$ cat src/rtl/muldiv_pkg.sv
// Shared definitions for the EX-stage RV32M multiply/divide unit:
// funct3 encodings, FSM state type, datapath width and the special-case
// constants used by the divide corner cases.
package muldiv_pkg;

    localparam int XLEN = 32;

    localparam logic [2:0] MD_MUL    = 3'd0;
    localparam logic [2:0] MD_MULH   = 3'd1;
    localparam logic [2:0] MD_MULHSU = 3'd2;
    localparam logic [2:0] MD_MULHU  = 3'd3;
    localparam logic [2:0] MD_DIV    = 3'd4;
    localparam logic [2:0] MD_DIVU   = 3'd5;
    localparam logic [2:0] MD_REM    = 3'd6;
    localparam logic [2:0] MD_REMU   = 3'd7;

    localparam logic [XLEN-1:0] MD_INT_MIN  = 32'h8000_0000;
    localparam logic [XLEN-1:0] MD_ALL_ONES = 32'hFFFF_FFFF;

    typedef enum logic [1:0] {
        ST_IDLE = 2'd0,
        ST_MUL  = 2'd1,
        ST_DIV  = 2'd2,
        ST_DONE = 2'd3
    } md_state_t;

    // Two's complement negate when neg is set, pass-through otherwise.
    function automatic logic [XLEN-1:0] cond_neg(input logic [XLEN-1:0] v, input logic neg);
        return neg ? (32'd0 - v) : v;
    endfunction

endpackage

$ cat src/rtl/muldiv_div_core.sv
// Restoring divider datapath for ex_muldiv. Works on unsigned magnitudes;
// the caller handles signs. One quotient bit is produced per step, the
// dividend shifts out of the quotient register MSB first while the
// quotient bits shift in from the bottom.
module muldiv_div_core
    import muldiv_pkg::*;
(
    input  logic            clk,
    input  logic            rst,
    input  logic            load,
    input  logic            step,
    input  logic [XLEN-1:0] dividend,
    input  logic [XLEN-1:0] divisor,
    output logic [XLEN-1:0] quotient,
    output logic [XLEN-1:0] remainder
);

    logic [XLEN:0]   partRem;
    logic [XLEN-1:0] quoReg;
    logic [XLEN-1:0] dvsrReg;
    logic [XLEN+1:0] shifted;
    logic [XLEN+1:0] trial;
    logic            fits;
    logic [XLEN:0]   remNext;

    // Trial subtraction of the divisor from the shifted partial remainder.
    always_comb begin
        shifted = {partRem, quoReg[XLEN-1]};
        trial   = shifted - {2'b00, dvsrReg};
        fits    = !trial[XLEN+1];
        remNext = fits ? trial[XLEN:0] : shifted[XLEN:0];
    end

    // Load fresh operands or retire one quotient bit per step.
    always_ff @(posedge clk) begin
        if (rst) begin
            partRem <= '0;
            quoReg  <= '0;
            dvsrReg <= '0;
        end else if (load) begin
            partRem <= '0;
            quoReg  <= dividend;
            dvsrReg <= divisor;
        end else if (step) begin
            partRem <= remNext;
            quoReg  <= {quoReg[XLEN-2:0], fits};
        end
    end

    assign quotient  = quoReg;
    assign remainder = partRem[XLEN-1:0];

endmodule

$ cat src/rtl/ex_muldiv.sv
// Iterative RV32M multiply/divide unit for the EX stage. Holds the pipeline
// through stallReq while iterating and pulses done for one cycle with the rd
// value on result. Divide-by-zero and signed overflow resolve without
// iteration. Optional build macro ex_muldiv_FAST_MUL_EN replaces the
// shift-add multiplier with a single registered multiply (one-cycle latency).
module ex_muldiv
    import muldiv_pkg::*;
(
    input  logic            clk,
    input  logic            rst,
    input  logic            start,
    input  logic [2:0]      mdOp,
    input  logic [XLEN-1:0] dataAlu1,
    input  logic [XLEN-1:0] dataAlu2,
    input  logic            flush,
    output logic            stallReq,
    output logic            done,
    output logic [XLEN-1:0] result
);

    md_state_t       state;
    logic [4:0]      cnt;
    logic [2:0]      opReg;
    logic            negRes;
    logic            useSpec;
    logic [XLEN-1:0] specVal;
    logic [XLEN-1:0] mcand;
    logic [XLEN-1:0] resultHold;
    logic [63:0]     prod;

    logic            isDiv;
    logic            aSigned;
    logic            bSigned;
    logic            aNeg;
    logic            bNeg;
    logic            divZero;
    logic            divOvf;
    logic            special;
    logic            fastMul;
    logic [XLEN-1:0] aAbs;
    logic [XLEN-1:0] bAbs;
    logic [XLEN-1:0] fastRes;
    logic [XLEN-1:0] specNext;

    logic [XLEN:0]   sum33;
    logic [63:0]     prodNext;
    logic [63:0]     fullProd;
    logic [XLEN-1:0] finalVal;

    logic            divLoad;
    logic            divStep;
    logic [XLEN-1:0] divQuo;
    logic [XLEN-1:0] divRem;

`ifdef ex_muldiv_FAST_MUL_EN
    logic [63:0] aExt;
    logic [63:0] bExt;
    logic [63:0] fastProd;

    // Single multiply of the 33-bit sign-extended operands, captured on entry to DONE.
    always_comb begin
        aExt     = {{32{aNeg}}, dataAlu1};
        bExt     = {{32{bNeg}}, dataAlu2};
        fastProd = aExt * bExt;
        fastMul  = !isDiv;
        fastRes  = (mdOp == MD_MUL) ? fastProd[31:0] : fastProd[63:32];
    end
`else
    assign fastMul = 1'b0;
    assign fastRes = '0;
`endif

    // Decode the incoming op: signedness, magnitudes and the no-iteration cases.
    always_comb begin
        isDiv    = mdOp[2];
        aSigned  = (mdOp == MD_MULH) || (mdOp == MD_MULHSU) || (mdOp == MD_DIV) || (mdOp == MD_REM);
        bSigned  = (mdOp == MD_MULH) || (mdOp == MD_DIV) || (mdOp == MD_REM);
        aNeg     = aSigned && dataAlu1[XLEN-1];
        bNeg     = bSigned && dataAlu2[XLEN-1];
        aAbs     = cond_neg(dataAlu1, aNeg);
        bAbs     = cond_neg(dataAlu2, bNeg);
        divZero  = isDiv && (dataAlu2 == '0);
        divOvf   = ((mdOp == MD_DIV) || (mdOp == MD_REM)) &&
                   (dataAlu1 == MD_INT_MIN) && (dataAlu2 == MD_ALL_ONES);
        special  = divZero || divOvf;
        specNext = fastRes;
        if (divZero) begin
            specNext = mdOp[1] ? dataAlu1 : MD_ALL_ONES;
        end else if (divOvf) begin
            specNext = mdOp[1] ? '0 : MD_INT_MIN;
        end
    end

    // One shift-add step: the upper half accumulates, the lower half holds the remaining multiplier bits.
    always_comb begin
        sum33    = {1'b0, prod[63:32]} + (prod[0] ? {1'b0, mcand} : 33'd0);
        prodNext = {sum33, prod[31:1]};
    end

    // Sign fix-up and result selection for the op finishing in DONE.
    always_comb begin
        fullProd = negRes ? (64'd0 - prod) : prod;
        case (opReg)
            MD_MUL:                      finalVal = fullProd[31:0];
            MD_MULH, MD_MULHSU, MD_MULHU: finalVal = fullProd[63:32];
            MD_DIV, MD_DIVU:             finalVal = cond_neg(divQuo, negRes);
            default:                     finalVal = cond_neg(divRem, negRes);
        endcase
        if (useSpec) begin
            finalVal = specVal;
        end
    end

    assign divLoad = !rst && !flush && (state == ST_IDLE) && start && isDiv && !special;
    assign divStep = !flush && (state == ST_DIV);

    muldiv_div_core u_div_core (
        .clk       (clk),
        .rst       (rst),
        .load      (divLoad),
        .step      (divStep),
        .dividend  (aAbs),
        .divisor   (bAbs),
        .quotient  (divQuo),
        .remainder (divRem)
    );

    // Main sequencer: accept ops in IDLE, iterate in MUL/DIV, present one DONE cycle.
    always_ff @(posedge clk) begin
        if (rst) begin
            state      <= ST_IDLE;
            cnt        <= '0;
            opReg      <= '0;
            negRes     <= 1'b0;
            useSpec    <= 1'b0;
            specVal    <= '0;
            mcand      <= '0;
            prod       <= '0;
            resultHold <= '0;
        end else begin
            if (state == ST_DONE) begin
                resultHold <= finalVal;
            end
            if (flush) begin
                state <= ST_IDLE;
            end else begin
                case (state)
                    ST_IDLE: begin
                        if (start) begin
                            opReg   <= mdOp;
                            negRes  <= (isDiv && mdOp[1]) ? aNeg : (aNeg ^ bNeg);
                            useSpec <= special || fastMul;
                            specVal <= specNext;
                            mcand   <= aAbs;
                            prod    <= {32'd0, bAbs};
                            cnt     <= 5'd31;
                            if (special || fastMul) begin
                                state <= ST_DONE;
                            end else if (isDiv) begin
                                state <= ST_DIV;
                            end else begin
                                state <= ST_MUL;
                            end
                        end
                    end
                    ST_MUL: begin
                        prod <= prodNext;
                        if (cnt == 5'd0) begin
                            state <= ST_DONE;
                        end else begin
                            cnt <= cnt - 5'd1;
                        end
                    end
                    ST_DIV: begin
                        if (cnt == 5'd0) begin
                            state <= ST_DONE;
                        end else begin
                            cnt <= cnt - 5'd1;
                        end
                    end
                    default: state <= ST_IDLE;
                endcase
            end
        end
    end

    assign done     = (state == ST_DONE);
    assign result   = done ? finalVal : resultHold;
    assign stallReq = !rst && ((state == ST_MUL) || (state == ST_DIV) ||
                               ((state == ST_IDLE) && start && !special && !fastMul));

endmodule
$ cat config.mk
export PLATFORM = sky130hd
export DESIGN_NAME = ex_muldiv
export DESIGN_NICKNAME = d
export VERILOG_FILES = /design/src/rtl/muldiv_pkg.sv /design/src/rtl/muldiv_div_core.sv /design/src/rtl/ex_muldiv.sv
export SDC_FILE = /design/constraint.sdc
export NUM_CORES = 1
export LEC_CHECK = 0
export BUFFER_PORTS_ARGS = -buffer_cell sky130_fd_sc_hd__buf_2
export CORE_MARGIN = 2
export CORE_UTILIZATION = 43
export DETAILED_ROUTE_END_ITERATION = 10
export PLACE_DENSITY_LB_ADDON = 0.08
export SYNTH_ARGS = -nofsm -noshare
export SYNTH_HDL_FRONTEND = slang
export SYNTH_HIERARCHICAL = 1
export SYNTH_SLANG_ARGS = --single-unit
$ cat constraint.sdc
create_clock -name clk -period 7.6 [get_ports clk]
set_input_delay 0.76 -clock clk [delete_from_list [all_inputs] [get_ports clk]]
set_output_delay 0.76 -clock clk [all_outputs]
set_load 0.02 [all_outputs]
# After elaboration in Yosys (flattened, before gate mapping)
# Index checks and enable logic that the tools add are counted.
# Widths: inputs -> output; s select.
[totals]
regBits = 269
output_inout_bits = 34
input_bits = 71
word_cells = 110
[op_classes]
n_mux = 27
bitwise_logic = 2
eq_ne = 17
n_reduce_logical = 44
addsub = 8
[ops]
columns = ["operator", "n"]
rows = [
  ["$mux 32", 13],
  ["$mux 64", 2],
  ["$pmux 64 s2", 1],
  ["$sub 1x32->32 const A", 4],
  ["$pmux 32 s3", 1],
  ["$eq 32x32->1 const B", 2],
  ["$sub 1x64->64 const A", 1],
  ["$sub 34x32->34", 1],
  ["$add 32x32->33", 1],
  ["$mux 33", 1],
  ["$logic_not 32->1", 1],
  ["$logic_and 1x1->1", 15],
  ["$eq 3x3->1 const B", 4],
  ["$mux 5", 2],
  ["$pmux 5 s2", 1],
  ["$eq 3x2->1 const B", 3],
  ["$logic_or 1x1->1", 9],
  ["$mux 2", 4],
  ["$reduce_or 2->1", 4],
  ["$eq 3x1->1 const B", 2],
  ["$reduce_and 3->1", 2],
  ["$reduce_bool 2->1", 3],
  ["$logic_not 5->1", 1],
  ["$sub 5x1->5 const B", 1],
  ["14 further kinds", 19],
]

# Longest topological paths before layout
# Gate-level depths: netlist of run 1.
[logic_depth]
word_depth = 9
depth_mapped = 15

# Hierarchy
# The synthesis of run 1 kept the hierarchy.
[by_module_without_submodules]
columns = ["mod", "cells_per_inst", "seq_area_each_um2", "instances", "area_per_inst_um2"]
rows = [
  ["ex_muldiv", 1908, 3443.3, 1, 13848.3],
  ["muldiv_div_core", 765, 1941.9, 1, 6143.4],
]

# Worst setup path before layout of run 1
# OpenSTA, ideal clock, no wires.
[synth_path]
path_type = "input-to-reg"
start = "input dataAlu2[4]"
end = "register u_div_core.partRem[27]"
arrival_ps = 3900
path_slack_ps = 3624
stages = 13
required_time_ps = 7524
path_cell_list = "or4_1 -> or4_1 -> nor3_1 -> nand3_1 -> nor2_1 -> a21oi_1 -> nand2_1 -> nor3_1 -> clkbuf_1 -> or2_2 -> buf_1 -> or3_1 -> o22ai_1"
[synth_via]
elab_chain_len = 6
elab_cells_between_ends = 8
classes_between = "eq/ne: 1; reduce/logical: 7"
[synth_lines]
columns = ["element", "line_no", "text"]
rows = [
  ["from (decl)", "ex_muldiv.sv:14", "input logic [XLEN-1:0] dataAlu2,"],
  ["$eq 32x32->1 or $logic_not 32->1 (tied branches)", "ex_muldiv.sv:84, ex_muldiv.sv:82", ""],
  ["$logic_and 1x1->1, on equally long branches", "ex_muldiv.sv:84, ex_muldiv.sv:82", ""],
  ["$logic_or 1x1->1 (*)", "ex_muldiv.sv:85", "special = divZero || divOvf;"],
  ["$logic_not 1->1 (*)", "ex_muldiv.sv:114", "assign divLoad = !rst && !flush && (state == ST_IDLE) && start && isDiv && !special;"],
  ["$logic_and 1x1->1 (*)", "ex_muldiv.sv:114", ""],
  ["via divLoad", "ex_muldiv.sv:50", "logic divLoad;"],
  ["$reduce_or 2->1 (no source line) (*)", "n/a", ""],
  ["to (signal assigned)", "muldiv_div_core.sv:45", "partRem <= remNext;"],
  ["to (decl)", "muldiv_div_core.sv:18", "logic [XLEN:0] partRem;"],
]
# The timed path passes the listed nets; every way through them passes the cells marked *.
# A chain may end at the register's enable or synchronous reset.

# Worst setup path in the final report of run 1
[layout_path]
start = "register prod[0]"
end = "output result[15]"
[layout_via]
elab_chain_len = 5
[layout_lines]
columns = ["element", "line_no", "text"]
rows = [
  ["from (decl)", "ex_muldiv.sv:29", "logic [63:0] prod;"],
  ["from (signal assigned)", "ex_muldiv.sv:155", "prod <= {32'd0, bAbs};"],
  ["from (signal assigned)", "ex_muldiv.sv:167", "prod <= prodNext;"],
  ["$sub 1x64->64", "ex_muldiv.sv:102", "fullProd = negRes ? (64'd0 - prod) : prod;"],
  ["$mux 64", "ex_muldiv.sv:102", ""],
  ["$pmux 32 s3", "ex_muldiv.sv:103", "case (opReg)"],
  ["$mux 32", "ex_muldiv.sv:109", "if (useSpec) begin"],
  ["$mux 32", "ex_muldiv.sv:188", "assign result = done ? finalVal : resultHold;"],
  ["to (decl)", "ex_muldiv.sv:18", "output logic [XLEN-1:0] result"],
]
# Every way passes these cells.

==> results.yml, run 1 <==
drt:
  postRouteWirelength_um: 74700
  wl_per_cell_um: 22.8
  dr.pass1.iters: 6
  avgViaCountPerCell: 6.06
  drtIter0Drc: 1953
  drtAntennaViolNets: 0
  drc: 0
  vias: 19800
synthesis:
  async_flop_share_pct: 0
  synth_warnings: 6
  synthFlopType: "dfxtp_1"
  syn_nets: 2822
  syn_area_um2: 20000
  synthCells: 2673
  yosysSeqAreaShare_pct: 26.9
  yosys-top-cells-area: "dfxtp_1 (27%), nor2_1 (6.5%), a21oi_1 (6.3%)"
  yosysTopAreaCellShare_pct: 26.9
  synth_edf_count: 0
  syn_avg_cell_area_um2: 7.48
  yosys_register_bits: 269
  ys_types: 89
  synth_top_area_cell: "dfxtp_1"
outcome:
  status: "finished, final reports clean"
clock_network:
  cts_buffers: 35
  cts_resized: 0
  cts_tree: "built"
  cts_hold_buf: 0
  clock-sinks: 269
  clkTransAtPathRegs_ns: 0.06
  clk_latency_ns: 0.56
  cts_root_buf: "clkbuf_16"
  htree_levels: 2
  postCtsSetupBuffers: 0
  cts_buffer_depth: 3
timing:
  min_period_ns: 5.39
  post-route-period-util_pct: 71.0
  slew_headroom_pct: 18.9
  hold_viol_final: 0
  fin_setup_tns_ns: 0
  tightest_slew_ns: 1.22
  finalSetupViolations: 0
  rsz0062_at_grt: "no"
  max_freq_mhz: 185
  clock_skew_ns: 0.0194
  final-max-slew-violation-count: 0
  timing.hold.ws_ns: 0.451
finish:
  layout_commonest_cell: "nor2_1"
  layout_common_cells: "nor2_1 (345), dfxtp_1 (268), a21oi_1 (250)"
  fill_cells: 4648
  drive_above_1_share_pct: 9.26
  nNetsFinal: 2792
  syn_to_final_growth_pct: 9.12
die:
  die_h_um: 220
  num_rows: 79
  die_w_um: 220
  dieArea_um2: 48200
  coreArea_um2: 46300
  start_util_pct: 43.2
  ioPinCount: 105
setup_path:
  cpMaxStageDelayCell: "a2111oi_1"
  worstSetupStartpointType: "flop"
  worstPathArrival_ns: 4.63
  critical_path.max_stage_delay_ns: 1.05
  worst-path-buf-inv: 2
  required_ns: 6.84
  cp_cell_sequence: "buf_4 > or4_1 > nor4_1 > and4_1 > nand2b_1 > o31ai_1 > xor2_1 > nor2_1 > a2111oi_1 > a211oi_1 > buf_2"
  end_kind: "primary output"
  worstPathMaxFanout: 38
  path_class: "flop to primary output"
  path_delay_family: "simple AND/OR/NAND/NOR gates"
global_route:
  grt_max_degree: 141
  grt_pass1_vias: 18400
  grt_pass1_wl_um: 113000
  grtUsageTotal_pct: 30.5
  antenna_found_initial: 1
  overflow: 0
power:
  p_leak_nw: 8.41
  powerDensity_nw_per_um2: 210
  worst_ir_drop_vdd_v: 0.000248
placed_design:
  gp_congestion: 0.967
  dp_hpwl_um: 54000
  port_buffers: 104
job:
  cap_viol_max_count: 0
worst_hold_path:
  hold_path.class: "flop to flop"
stage by stage:
| step | std cells | utilization [%] | total power [mW] | area, um^2 | setup WS, ns |
|---|---|---|---|---|---|
| floorplan | 2673 | - | 2.47 | 20000 | 3.62 |
| global placement | 3213 | 44.6 | 2.82 | 20600 | 2.74 |
| detailed placement | 3213 | 44.6 | 2.83 | 20600 | 2.64 |
| CTS | 3275 | 47.2 | 4.59 | 21800 | 2.28 |
| global route | 3276 | 47.2 | 4.77 | 21800 | 2.04 |
| finish | 3276 | 47.2 | 4.59 | 21800 | 2.21 |
layout make-up:
type                            count  area [um^2]  share of cell area, %
Tap cell                          607          759                   3.48
Antenna cell                        1         2.50                 0.0115
Multi-Input combinational cell   2116        13400                   61.4
Clock buffer                       43          966                   4.43
Sequential cell                   269         5390                   24.7
Clock inverter                     19          215                  0.986
Inverter                           90          338                   1.55
Timing Repair Buffer              131          742                   3.40
flip-flops by register name, indices dropped and copies added (netlist names), 5 cells and up:
register and count:
cnt 5, u_div_core/quotient 32, specVal 32, u_div_core/dvsrReg 32
u_div_core/partRem 33, prod 64, resultHold 32, mcand 32
worst min-delay path, cell delays in order (launching register included):
cell,delay (ns)
dfxtp_1,0.31
nand2_1,0.05
a21oi_1,0.05
report_power, final:
part | internal (mW) | switching, mW
combinational | 0.449 | 0.850
sequential | 1.46 | 0.0685
clock | 1.04 | 0.712
path summary, 6_finish.rpt:
kind	from	end	slack [ns]	cells past startpoint
setup / recovery	prod[0]	result[15]	2.21	11
setup reg to reg	prod[0]	resultHold[15]	3.53	10
hold reg to reg	specVal[1]	specVal[1]	0.45	2
hold / removal	specVal[1]	specVal[1]	0.45	2
cells in the mapped netlist (all sizes together) (15+ instances only):
cell type and number:
nor2 348, dfxtp 269, a21oi 251, nand2 190, o21ai 152, clkbuf 142
xor2 105, xnor2 101, mux2i 98, inv 90, nor3 90, ha 76
nand3 63, buf 56, nand2b 53, nor2b 47, and2 43, o31ai 43
or3 42, a211oi 34, nor4 29, o41ai 29, a21o 24, a31oi 24
or4 23, o211ai 21, nand4 20, and3 19, o21a 17, o22ai 17
or2 15
per-layer routing:
layer | routed length, um | GRT usage [%]
met1 | 34100 | 43.0
met2 | 32400 | 46.5
met3 | 5290 | 4.87
met4 | 2930 | 12.1
met5 | 0 | 0
cells by family after synthesis:
group	after synthesis	share of synthesized area, %
AND/OR/NAND/NOR	1000	24.0
AO/OA/AOI/OAI	730	23.7
buffers and inverters	288	6.21
flip-flops	269	26.9
XOR/XNOR	206	9.02
multiplexers	102	5.13
adder cells (fa/ha/maj)	78	4.96
Power figures use the tool's default switching activity.
==> run 2: changes to the inputs <==
Clock period 7.6 ns to 5 ns, I/O delays scaled along.
==> run 2 against run 1 <==
Against the previous run: non-clock buffer count increased by 18; global-route usage is 0.57 points higher; wire length is 2.4% higher; sequential share of layout area is 0.095 points lower; clock skew rose by 0.0010 ns; worst hold slack worse by 0.19 ns; final cell count is 0.49% higher; utilization increased by 0.18 points; via count rose by 1.5%; first-iteration DRC count increased by 15%; largest power group unchanged.
==> results.yml, run 2 (synthesis gave the netlist of run 1 again) <==
drt:
  drtAntennaViolNets: 0
  postRouteWirelength_um: 76500
  wl_per_cell_um: 23.2
  drtIter0Drc: 2247
  vias: 20100
  avgViaCountPerCell: 6.12
  drc: 0
  dr.pass1.iters: 8
clock_network:
  cts_buffers: 35
  clk_latency_ns: 0.55
  cts_tree: "built"
  cts_resized: 0
  htree_levels: 2
  cts_root_buf: "clkbuf_16"
  cts_buffer_depth: 3
  cts_hold_buf: 0
  postCtsSetupBuffers: 0
  clock-sinks: 269
  clkTransAtPathRegs_ns: 0.05
die:
  dieArea_um2: 48200
  start_util_pct: 43.2
  num_rows: 79
  ioPinCount: 105
  die_w_um: 220
  die_h_um: 220
  coreArea_um2: 46300
global_route:
  antenna_found_initial: 1
  grtUsageTotal_pct: 31.1
  overflow: 0
  grt_pass1_vias: 18100
  grt_max_degree: 79
  grt_pass1_wl_um: 114000
timing:
  hold_viol_final: 0
  setup_slack_ns: 0.357
  clock_skew_ns: 0.0205
  tightest_slew_ns: 1.19
  min_period_ns: 4.64
  finalSetupViolations: 0
  fin_setup_tns_ns: 0
  max_freq_mhz: 215
  slew_headroom_pct: 20.1
  rsz0062_at_grt: "no"
  final-max-slew-violation-count: 0
  post-route-period-util_pct: 92.9
placed_design:
  place_ws_ns: 0.746
  dpl.cell_count: 3231
  port_buffers: 104
  gp_congestion: 0.957
  dp_hpwl_um: 56500
finish:
  finalNonFillerCells: 3292
  layout_common_cells: "nor2_1 (345), dfxtp_1 (268), a21oi_1 (250)"
  drive_above_1_share_pct: 9.72
  syn_to_final_growth_pct: 9.54
  nNetsFinal: 2810
  regArea_um2: 5390
  largest-register: "prod"
  fill_cells: 4708
  reg_top3: "prod x64, u_div_core/partRem x33"
  multi_input_area_um2: 13400
  layout_commonest_cell: "nor2_1"
  largest_reg_flops: 64
power:
  worst_ir_drop_vdd_v: 0.000225
  pwr-share-clk_pct: 37.2
  p_total_mw: 6.91
  p_sw_share_pct: 35.6
  p_sw_mw: 2.46
  powerDensity_nw_per_um2: 316
  p_leak_nw: 8.48
  intPower_mw: 4.45
  p_comb_share_pct: 29.1
  power_frac_seq_pct: 33.7
setup_path:
  worstPathMaxFanout: 5
  path_class: "flop to primary output"
  worstPathArrival_ns: 4.14
  required_ns: 4.50
  worstSetupStartpointType: "flop"
  end_kind: "primary output"
outcome:
  status: "finished, final reports clean"
job:
  cap_viol_max_count: 0
worst_hold_path:
  hold_path.class: "input port to flop"
[run 2: cell types whose count changed in the layout (fill, tap and decap cells not counted), moves of 2 or more]
cell / before / now
clkinv_2: 9 / 6
inv_6: 4 / 1
bufinv_16: 4 / 2
buf_4: 26 / 45
clkbuf_8: 6 / 10
clkbuf_1: 2 / 4
[run 2: worst paths after layout]
check,from,depth (start not counted),end,slack (ns)
worst max-delay path,u_div_core/partRem[8],8,result[30],0.36
worst min-delay path,dataAlu1[0],3,mcand[0],0.26
worst max register to register,u_div_core/partRem[0],11,u_div_core/partRem[1],0.93
worst min register to register,specVal[27],2,specVal[27],0.45
[run 2: cell type report]
type / instances / share of cell area, %
inverters: 90 / 1.54
well taps: 607 / 3.47
clock buffers: 49 / 4.70
diodes: 1 / 0.0114
clock inverters: 11 / 0.526
repair buffers: 149 / 3.95
flip-flops and latches: 269 / 24.6
multi-input cells: 2116 / 61.2
[run 2: layer usage]
layer  wire [um]  part of all wire, %  GRT usage (%)  vias to the layer above
met5           0                    0              0                        -
met1       35200                   46           44.6                     9744
met2       32500                   43           46.2                      737
li1            -                    -              -                     9512
met4        3010                  3.9           12.2                        0
met3        5750                  7.5           5.31                      148
[run 2: power groups by stage]
stage	Combinational (mW)	Sequential (mW)	Clock [mW]
global placement	1.96	2.37	0
global route	2.16	2.34	2.71
floorplan	1.43	2.32	0
finish	2.01	2.33	2.57
detailed placement	1.96	2.37	0
CTS	1.97	2.32	2.63
[run 2: critical path: stages (launching register included)]
cell	delay [ns]
dfxtp_1	0.38
nor4_1	0.75
nand3_1	0.33
or3_1	0.56
o21ai_0	0.27
xnor2_1	0.11
a2111oi_0	0.65
a31oi_1	0.31
buf_2	0.24
[run 2: stage by stage]
step                util [%]  instance area (um^2)  hold WS, ns
finish                  47.3                 21900        0.264
global placement        44.9                 20800        0.436
detailed placement      44.9                 20800        0.441
floorplan                  -                 20000        0.427
CTS                     47.3                 21900        0.244
global route            47.3                 21900        0.278
